[src/rtl/phase_sequencer_pkg.sv]
// Shared phase encoding and sequencer state for phase_sequencer and control_combination.
package phase_sequencer_pkg;

    localparam logic [2:0] PH_IDLE       = 3'd0;
    localparam logic [2:0] PH_FETCH      = 3'd1;
    localparam int         MAX_PHASE_DEF = 5;

    typedef enum logic [1:0] {
        ST_IDLE   = 2'd0,
        ST_RUN    = 2'd1,
        ST_HALTED = 2'd2
    } seq_state_e;

    // Out-of-range decoder lengths fall back to the longest instruction.
    function automatic logic [2:0] eff_last_f(input logic [2:0] lp, input int max_phase);
        if (lp == 3'd0 || int'(lp) > max_phase)
            return 3'(max_phase);
        return lp;
    endfunction

endpackage

[src/rtl/phase_sequencer_if.sv]
// Board/decoder-facing signal bundle of the phase sequencer.
interface phase_sequencer_if #(
    parameter int CNT_W = 16
);
    logic             exec;
    logic             step_mode;
    logic [2:0]       last_phase;
    logic             halt;
    logic [2:0]       phase;
    logic             running;
    logic             halted;
    logic             instr_done;
    logic [CNT_W-1:0] instr_count;

    modport master (
        output exec, step_mode, last_phase, halt,
        input  phase, running, halted, instr_done, instr_count
    );

    modport slave (
        input  exec, step_mode, last_phase, halt,
        output phase, running, halted, instr_done, instr_count
    );
endinterface

[src/rtl/phase_sequencer_edge_detect.sv]
// 1-bit rising-edge detector; the pulse is combinational against the registered level.
module edge_detect (
    input  logic clk,
    input  logic rst,
    input  logic din,
    output logic rise
);
    logic din_q;

    always_ff @(posedge clk) begin
        if (rst) din_q <= 1'b0;
        else     din_q <= din;
    end

    assign rise = din & ~din_q;
endmodule

[src/rtl/phase_sequencer.sv]
// Phase generator and run/stop controller: steps phase 1..last_phase per instruction.
module phase_sequencer
    import phase_sequencer_pkg::*;
#(
    parameter int MAX_PHASE = MAX_PHASE_DEF,
    parameter int CNT_W     = 16
) (
    input logic clk,
    input logic rst,
    phase_sequencer_if.slave bus
);
    seq_state_e       state;
    logic [2:0]       phase_q;
    logic             running_q;
    logic             halted_q;
    logic             done_q;
    logic [CNT_W-1:0] cnt_q;
    logic             stop_req;
    logic             exec_rise;
    logic [2:0]       eff_last;
    logic             retire;

    edge_detect u_exec_edge (
        .clk  (clk),
        .rst  (rst),
        .din  (bus.exec),
        .rise (exec_rise)
    );

    assign eff_last = eff_last_f(bus.last_phase, MAX_PHASE);
    // >= so a length shrinking below the current phase retires right away
    assign retire   = (state == ST_RUN) && (phase_q >= eff_last);

    always_ff @(posedge clk) begin
        if (rst) begin
            state     <= ST_IDLE;
            phase_q   <= PH_IDLE;
            running_q <= 1'b0;
            halted_q  <= 1'b0;
            done_q    <= 1'b0;
            cnt_q     <= '0;
            stop_req  <= 1'b0;
        end else begin
            done_q <= 1'b0;
            case (state)
                ST_IDLE: begin
                    if (exec_rise) begin
                        state     <= ST_RUN;
                        phase_q   <= PH_FETCH;
                        running_q <= 1'b1;
                        stop_req  <= bus.step_mode;
                    end
                end
                ST_RUN: begin
                    if (retire) begin
                        done_q <= 1'b1;
                        cnt_q  <= cnt_q + 1'b1;
                        if (bus.halt) begin
                            state     <= ST_HALTED;
                            phase_q   <= PH_IDLE;
                            running_q <= 1'b0;
                            halted_q  <= 1'b1;
                        end else if (stop_req || exec_rise) begin
                            state     <= ST_IDLE;
                            phase_q   <= PH_IDLE;
                            running_q <= 1'b0;
                            stop_req  <= 1'b0;
                        end else begin
                            phase_q <= PH_FETCH;
                        end
                    end else begin
                        phase_q <= phase_q + 3'd1;
                        if (exec_rise) stop_req <= 1'b1;
                    end
                end
                ST_HALTED: ;
                default: begin
                    state     <= ST_IDLE;
                    phase_q   <= PH_IDLE;
                    running_q <= 1'b0;
                end
            endcase
        end
    end

    assign bus.phase       = phase_q;
    assign bus.running     = running_q;
    assign bus.halted      = halted_q;
    assign bus.instr_done  = done_q;
    assign bus.instr_count = cnt_q;
endmodule
[src/flat_wrapper.sv]
// flat-port wrapper written by rule: the top's interface ports become plain ports
module phase_sequencer_flat import phase_sequencer_pkg::*;
#(
    parameter int MAX_PHASE = MAX_PHASE_DEF,
    parameter int CNT_W     = 16
)
  (clk, rst, bus_exec, bus_step_mode, bus_last_phase, bus_halt, bus_phase, bus_running, bus_halted, bus_instr_done, bus_instr_count);
  phase_sequencer_if #(.CNT_W(CNT_W)) bus_i ();
  input logic clk;
  input logic rst;
  input wire logic [$bits(bus_i.exec)-1:0] bus_exec;
  input wire logic [$bits(bus_i.step_mode)-1:0] bus_step_mode;
  input wire logic [$bits(bus_i.last_phase)-1:0] bus_last_phase;
  input wire logic [$bits(bus_i.halt)-1:0] bus_halt;
  output wire logic [$bits(bus_i.phase)-1:0] bus_phase;
  output wire logic [$bits(bus_i.running)-1:0] bus_running;
  output wire logic [$bits(bus_i.halted)-1:0] bus_halted;
  output wire logic [$bits(bus_i.instr_done)-1:0] bus_instr_done;
  output wire logic [$bits(bus_i.instr_count)-1:0] bus_instr_count;
  assign bus_i.exec = bus_exec;
  assign bus_i.step_mode = bus_step_mode;
  assign bus_i.last_phase = bus_last_phase;
  assign bus_i.halt = bus_halt;
  assign bus_phase = bus_i.phase;
  assign bus_running = bus_i.running;
  assign bus_halted = bus_i.halted;
  assign bus_instr_done = bus_i.instr_done;
  assign bus_instr_count = bus_i.instr_count;
  phase_sequencer #(.MAX_PHASE(MAX_PHASE), .CNT_W(CNT_W)) u_core (.clk(clk), .rst(rst), .bus(bus_i));
endmodule
[config.mk]
export PLATFORM = sky130hd
export DESIGN_NAME = phase_sequencer_flat
export DESIGN_NICKNAME = d
export VERILOG_FILES = /design/src/rtl/phase_sequencer_pkg.sv /design/src/rtl/phase_sequencer_if.sv /design/src/rtl/phase_sequencer_edge_detect.sv /design/src/rtl/phase_sequencer.sv /design/src/flat_wrapper.sv
export SDC_FILE = /design/constraint.sdc
export NUM_CORES = 1
export LEC_CHECK = 0
export CAP_MARGIN = 15
export CORE_MARGIN = 2
export CORE_UTILIZATION = 35
export CTS_BUF_LIST = sky130_fd_sc_hd__clkbuf_8
export DETAILED_ROUTE_END_ITERATION = 7
export GPL_TIMING_DRIVEN = 0
export MAX_ROUTING_LAYER = met4
export PLACE_DENSITY = 0.68
export RECOVER_POWER = 50
export SLEW_MARGIN = 20
export SYNTH_ARGS = -nofsm -noshare
export SYNTH_HDL_FRONTEND = slang
export SYNTH_SLANG_ARGS = --single-unit
[constraint.sdc]
create_clock -name clk -period 6.6 [get_ports clk]
set_clock_uncertainty 0.15 [all_clocks]
set_input_delay 1.32 -clock clk [delete_from_list [all_inputs] [get_ports clk]]
set_output_delay 1.32 -clock clk [all_outputs]
set_load 0.01 [all_outputs]
==> results of run 1 <==
cells by family (layout without fill, tap and decap cells):
group / after synthesis / after routing / share of synthesized area (%)
multiplexers: 6 / 6 / 5.089
adder cells (fa/ha/maj): 5 / 5 / 4.713
buffers and inverters: 12 / 45 / 4.806
flip-flops: 25 / 25 / 37.70
AND/OR/NAND/NOR: 66 / 66 / 29.22
AO/OA/AOI/OAI: 38 / 38 / 18.47
critical path, delay by kind of cell:
kind,cells,cell delay (ps)
adders and majority gates,1,310
AOI/OAI and AO/OA,2,400
muxes,1,370
and+or+nand+nor,3,550
buffers and inverters,2,580
final cells by class:
cell class | instances | share of cell area (%)
inverter | 2 | 0.4348
tap | 48 | 3.478
sequential | 25 | 28.99
clock inverter | 1 | 0.4348
buffer | 10 | 3.261
timing repair buffer | 29 | 16.81
multi-input combinational | 115 | 44.20
clock buffer | 3 | 2.391
cell usage after synthesis, types with 3 or more instances:
cell / n / area, sq um
a21oi_1: 14 / 70.07
o21ai_0: 7 / 35.03
nor2b_1: 10 / 62.56
buf_2: 3 / 15.01
or4_1: 7 / 52.55
nor4b_1: 3 / 26.28
o31ai_1: 9 / 67.56
nor2_1: 14 / 52.55
nand3_1: 5 / 25.02
mux2_2: 4 / 45.04
clkbuf_1: 4 / 15.01
nand2_1: 8 / 30.03
and4_1: 3 / 26.28
dfxtp_1: 25 / 500.5
ha_1: 5 / 62.56
metrics by stage:
stage          utilization (%)  worst slack (ps)  hold WS [ps]  cell area (sq um)
6_report                 47.16              3095         335.1               1727
5_1_grt                  47.16              2921         374.4               1727
4_1_cts                  47.16              3083         346.1               1727
3_5_place_dp             45.83              2799         320.5               1678
3_3_place_gp             45.83              2847         298.8               1678
2_1_floorplan                -              3383         289.2               1328
final timing paths:
path	startpoint	endpoint	slack, ps	cells after the start
min reg2reg	u_core.bus.halted	u_core.bus.halted	340	2
max	bus_last_phase[2]	u_core.bus.instr_count[5]	3100	9
max reg2reg	u_core.bus.phase[0]	u_core.bus.instr_count[5]	4450	7
min	u_core.bus.halted	u_core.bus.halted	340	2
per-layer routing:
layer / wire length (um) / track usage [%] / vias to the layer above
li1: - / - / 626
met2: 1540 / 28.06 / 36
met5: 0 / - / -
met1: 1484 / 20.65 / 605
met3: 162 / 3.767 / 4
met4: 23 / 2.344 / 0
power groups by stage:
| stage | Clock (uW) | Sequential (uW) | Combinational (uW) |
|---|---|---|---|
| 2_1_floorplan | 0 | 161 | 30.5 |
| 3_3_place_gp | 0 | 160 | 48.7 |
| 3_5_place_dp | 0 | 161 | 50.1 |
| 4_1_cts | 96.9 | 157 | 50.5 |
| 5_1_grt | 102 | 158 | 55.1 |
| 6_report | 93.2 | 157 | 49.4 |
cell usage in the layout (no fill, tap or decap), types with 2 or more instances in the layout:
cell,instances
nand3_1,5
a21o_1,2
a21oi_1,14
nor2b_1,10
dlygate4sd3_1,23
nor4b_1,3
mux2_1,2
ha_1,5
dfxtp_1,25
clkbuf_1,4
clkbuf_8,3
clkdlybuf4s50_1,6
inv_1,2
and4_1,3
mux2_2,4
or4_1,7
nor3_1,2
o21ai_0,7
nor4_1,2
buf_4,2
or3_1,2
nand2_1,8
nor2_1,14
nand2b_1,2
o31ai_1,9
buf_2,3
flip-flops by register name, indices dropped and copies added (netlist names):
register / cells
u_core.bus.instr_count: 16
u_core.stop_req: 1
u_core.bus.instr_done: 1
u_core.state: 2
u_core.bus.halted: 1
u_core.u_exec_edge.din_q: 1
u_core.bus.phase: 3
==> qor.txt, run 1 <==
Sequential area share after synthesis - 37.70%
Largest stage delay, worst path - 440 ps
Residual DRC - 0
Critical path class - in2reg
Initial Util - 36.26%
Synth Cell Area - 1328 sq um
Vias/cell - 5.455
CP max-delay cell - clkdlybuf4s50_1
Area grow syn2layout - 30.07%
Flops & latches, synth - 25
Pleak - 0.0006770 uW
CTS Sinks - 25
CORE AREA - 3661 sq um
Drt first pass iters - 4
Buffers on Ports - 29
Post-synth EDFFs - 0
Largest fanout on the critical path - 10
FP Rows - 22
WP data required - 6610 ps
Syn Area/Cell - 8.734 sq um
Status - completed
Post-synthesis async set-or-reset flop share - 0%
Max clock buf depth - 2
Root buffer cell - clkbuf_8
Setup TNS - 0 ps
Final Max Tran Viols - 0
Sw frac - 27.13%
Worst relative slew slack - 65.04%
Synth Instances - 152
DRT iter0 DRCs - 55
Worst path arrival time - 3520 ps
TritonCTS Buffers - 3
N_diodes - 0
Internal power - 218.3 uW
Sequential power share - 52.4%
Post-DRT Antenna Nets - 0
Cts hold-fix bufs - 0
Count of non-filler cells in the finished layout - 233
Clock Pin Slew Worst Setup and Hold Paths - 90 ps
Post-CTS Setup Inserts - 0
Multi-input logic area - 763.2 sq um
Peak VDD IR - 0.1434 mV
Number of fill cells - 383
Cells after DPL - 229
Critical Path End Type - flop
Routed length per instance - 13.78 um
CP Launch Type - input port
H-tree depth - 1
Via Count - 1271
GPL Wtd Cong - 0.8357
Worst-Skew Late Latency - 270 ps
Psw - 81.29 uW
Yosys synthesis warning count - 0
Antenna violations before repair - 0
Hold crit path type - reg2reg
Final-stage net count - 199
First-pass GRT wire length - 5520 um
Final period utilization - 53.10%
Dpl hpwl - 2366 um
Post-Route WL - 3211 um
Power Total - 299.6 uW
Width of the chip - 65.59 um
Layout cell share with drive strength beyond 1 - 10.27%
Boundary Pins - 30
Largest net degree at the start of global routing - 16
Worst path cell trace - clkdlybuf4s50_1 > nand2b_1 > a21o_1 > ha_1 > nor2b_4 > o21a_4 > buf_6 > nor4b_1 > mux2_2
Die height - 65.59 um
Fmax - 285.3 MHz
Top_reg_cell synth - dfxtp_1
Maxcap violations - 0
Final hold violations - 0
RSZ-0062 raised after global routing - false
Worst-Margin Slew - 518.9 ps
Syn_nets - 165
Synth cell types - 38
PwrDens - 173.5 nW/um^2
Die area - 4301 sq um
Grt ovf - 0
GRT Util Overall - 16.56%
Final count of negative-setup-slack endpoints - 0
Number of global-route vias before repair - 1221
Clock share of power - 31.1%
CTS tree - yes
Sequential Area - 500.5 sq um
Comb pwr share - 16.5%
Final worst path period need - 3505 ps
Post-CTS Resized - 0
No activity file was read; power rests on OpenSTA's default activity.
==> inputs of run 2 (changes only) <==
==> constraint.sdc (replaced) <==
create_clock -name clk -period 3.41 [get_ports clk]
set_clock_uncertainty 0.15 [all_clocks]
set_input_delay 0.682 -clock clk [delete_from_list [all_inputs] [get_ports clk]]
set_output_delay 0.682 -clock clk [all_outputs]
set_load 0.01 [all_outputs]
==> results of run 2 <==
Same layout as run 1 (identical final DEF). Status: completed.
Main changes from that run: setup slack after placement 2799 ps -> 246.5 ps; setup slack after layout 3095 ps -> 543.2 ps; register-to-register setup slack 4450 ps -> 1260 ps; total power 299.6 uW -> 579.8 uW; worst IR drop on VDD 0.1434 mV -> 0.2775 mV
==> inputs of run 3 (changes only) <==
--- a/config.mk
+++ b/config.mk
@@ -12,7 +12,7 @@
 export DETAILED_ROUTE_END_ITERATION = 7
 export GPL_TIMING_DRIVEN = 0
 export MAX_ROUTING_LAYER = met4
-export PLACE_DENSITY = 0.68
+export PLACE_DENSITY = 0.7
 export RECOVER_POWER = 50
 export SLEW_MARGIN = 20
 export SYNTH_ARGS = -nofsm -noshare
==> constraint.sdc (replaced) <==
create_clock -name clk -period 2.6 [get_ports clk]
set_clock_uncertainty 0.15 [all_clocks]
set_input_delay 0.52 -clock clk [delete_from_list [all_inputs] [get_ports clk]]
set_output_delay 0.52 -clock clk [all_outputs]
set_load 0.01 [all_outputs]
==> qor.txt, run 3 (synthesized netlist as in run 1, its figures left out) <==
Final worst path period need - 2487 ps
Status - completed (unchanged)
Final hold violations - 0 (unchanged)
Layout cell share with drive strength beyond 1 - 14.59% (was 10.27%)
CTS Sinks - 25 (unchanged)
Worst path arrival time - 2540 ps (was 2880 ps)
Via Count - 1226 (was 1271)
Cts hold-fix bufs - 0 (unchanged)
Reg2Reg Depth - 7 (unchanged)
Vias/cell - 5.262 (was 5.455)
Most frequent standard cell in the layout excluding fill and tap cells - dfxtp_1 (unchanged)
Width of the chip - 65.59 um (unchanged)
Number of global-route vias before repair - 1095 (was 1221)
First-pass GRT wire length - 5064 um (was 5520 um)
Maxcap violations - 0 (unchanged)
GPL Wtd Cong - 0.7827 (was 0.8357)
Post-Route WL - 3073 um (was 3211 um)
CORE AREA - 3661 sq um (unchanged)
Post-CTS Setup Inserts - 0 (unchanged)
Largest net degree at the start of global routing - 14 (was 16)
Largest fanout on the critical path - 10 (unchanged)
CP Launch Type - input port (unchanged)
Critical Path End Type - flop (unchanged)
Number of fill cells - 345 (was 383)
FP Rows - 22 (unchanged)
Routed length per instance - 13.19 um (was 13.78 um)
Placed inst area - 1678 sq um (unchanged)
Fmax - 402.0 MHz
Max clock buf depth - 2 (unchanged)
Worst relative slew slack - 64.60% (was 65.04%)
Initial Util - 36.26% (unchanged)
Peak VDD IR - 0.1787 mV (was 0.2775 mV)
Grt ovf - 0 (unchanged)
Worst Hold Depth - 2 (unchanged)
RSZ-0062 raised after global routing - false (unchanged)
Post-route cell area - 1824 sq um (was 1727 sq um)
Setup ws final - 112.7 ps (was 543.2 ps)
GRT Util Overall - 15.59% (was 16.56%)
Setup TNS - 0 ps (unchanged)
Hold crit path type - reg2reg (unchanged)
Commonest cells after routing, fill and taps aside - 25 x dfxtp_1, 23 x dlygate4sd3_1, 14 x nor2_1, 13 x a21oi_1, 10 x nor2b_1 (was 25 x dfxtp_1, 23 x dlygate4sd3_1, 14 x nor2_1, 14 x a21oi_1, 10 x nor2b_1)
N_diodes - 0 (unchanged)
TritonCTS Buffers - 3 (unchanged)
Residual DRC - 0 (unchanged)
Die height - 65.59 um (unchanged)
PwrDens - 415.6 nW/um^2 (was 335.8 nW/um^2)
Final count of negative-setup-slack endpoints - 0 (unchanged)
Area grow syn2layout - 37.42% (was 30.07%)
DRT iter0 DRCs - 53 (was 55)
Pleak - 0.0007631 uW (was 0.0006770 uW)
Boundary Pins - 30 (unchanged)
Critical path class - in2reg (unchanged)
Final-stage net count - 199 (unchanged)
WP data required - 2650 ps (was 3420 ps)
Clock Pin Slew Worst Setup and Hold Paths - 90 ps (about the same)
Worst-Margin Slew - 530.9 ps (was 518.9 ps)
Final period utilization - 95.67%
Final Max Tran Viols - 0 (unchanged)
Power Total - 758.2 uW (was 579.8 uW)
Antenna violations before repair - 0 (unchanged)
Post-DRT Antenna Nets - 0 (unchanged)
Buffers on Ports - 29 (unchanged)
Dpl hpwl - 2194 um (was 2366 um)
Max reg flops - 16 (unchanged)
CTS tree - yes (unchanged)
Drt first pass iters - 4 (unchanged)
Die area - 4301 sq um (unchanged)
Root buffer cell - clkbuf_8 (unchanged)
Dpl ws - -456.4 ps (was 246.5 ps)
Worst-Skew Late Latency - 270 ps (about the same)
H-tree depth - 1 (unchanged)
==> run 3: what timing repair did <==
item | 4_1_cts | 5_1_grt
pin swaps | 1 | 0
resized for setup | 13 | 4
setup endpoints to repair | 9 | 12
==> run 3: path summary, 6_finish.rpt <==
check	from	slack, ps	end
worst min-delay path	u_core.stop_req	320	u_core.stop_req
worst min register to register	u_core.stop_req	320	u_core.stop_req
worst max register to register	u_core.bus.phase[0]	520	u_core.bus.instr_count[10]
worst max-delay path	bus_last_phase[1]	110	u_core.bus.instr_count[10]
==> run 3: power breakdown <==
part | switching [uW] | internal, uW
clock | 122 | 106
sequential | 6.38 | 391
combinational | 75.1 | 57.2
==> run 3: routing by layer <==
metal	GRT usage, %	up-vias	part of all wire [%]
met5	-	-	0
met4	7.031	0	2.0
met3	1.712	5	3.8
met2	22.83	32	45
met1	21.60	563	50
li1	-	626	-
==> run 3: area by class of cell <==
| cell class | count | area [sq um] | share of cell area, % |
|---|---|---|---|
| Multi-Input combinational cell | 115 | 860.8 | 47.19 |
| Clock buffer | 3 | 41.29 | 2.263 |
| Timing Repair Buffer | 29 | 291.5 | 15.98 |
| Inverter | 2 | 7.507 | 0.4115 |
| Buffer | 10 | 58.81 | 3.224 |
| Tap cell | 48 | 60.06 | 3.292 |
| Sequential cell | 25 | 500.5 | 27.43 |
| Clock inverter | 1 | 3.754 | 0.2058 |
==> run 3: metrics by stage <==
stage / cells / utilization, % / hold WS, ps
5_1_grt: 233 / 49.83 / 356.8
2_1_floorplan: 152 / - / 289.2
3_3_place_gp: 229 / 45.83 / 301.8
4_1_cts: 233 / 49.49 / 323.0
6_report: 233 / 49.83 / 317.6
3_5_place_dp: 229 / 45.83 / 310.3
==> run 3: critical path: stages <==
cell and delay [ps]:
dlygate4sd2_1 270, nand2b_1 150, a21o_1 200, ha_4 270, nor2b_4 40, o21a_4 220
buf_6 160, or4_4 530, a21oi_2 170
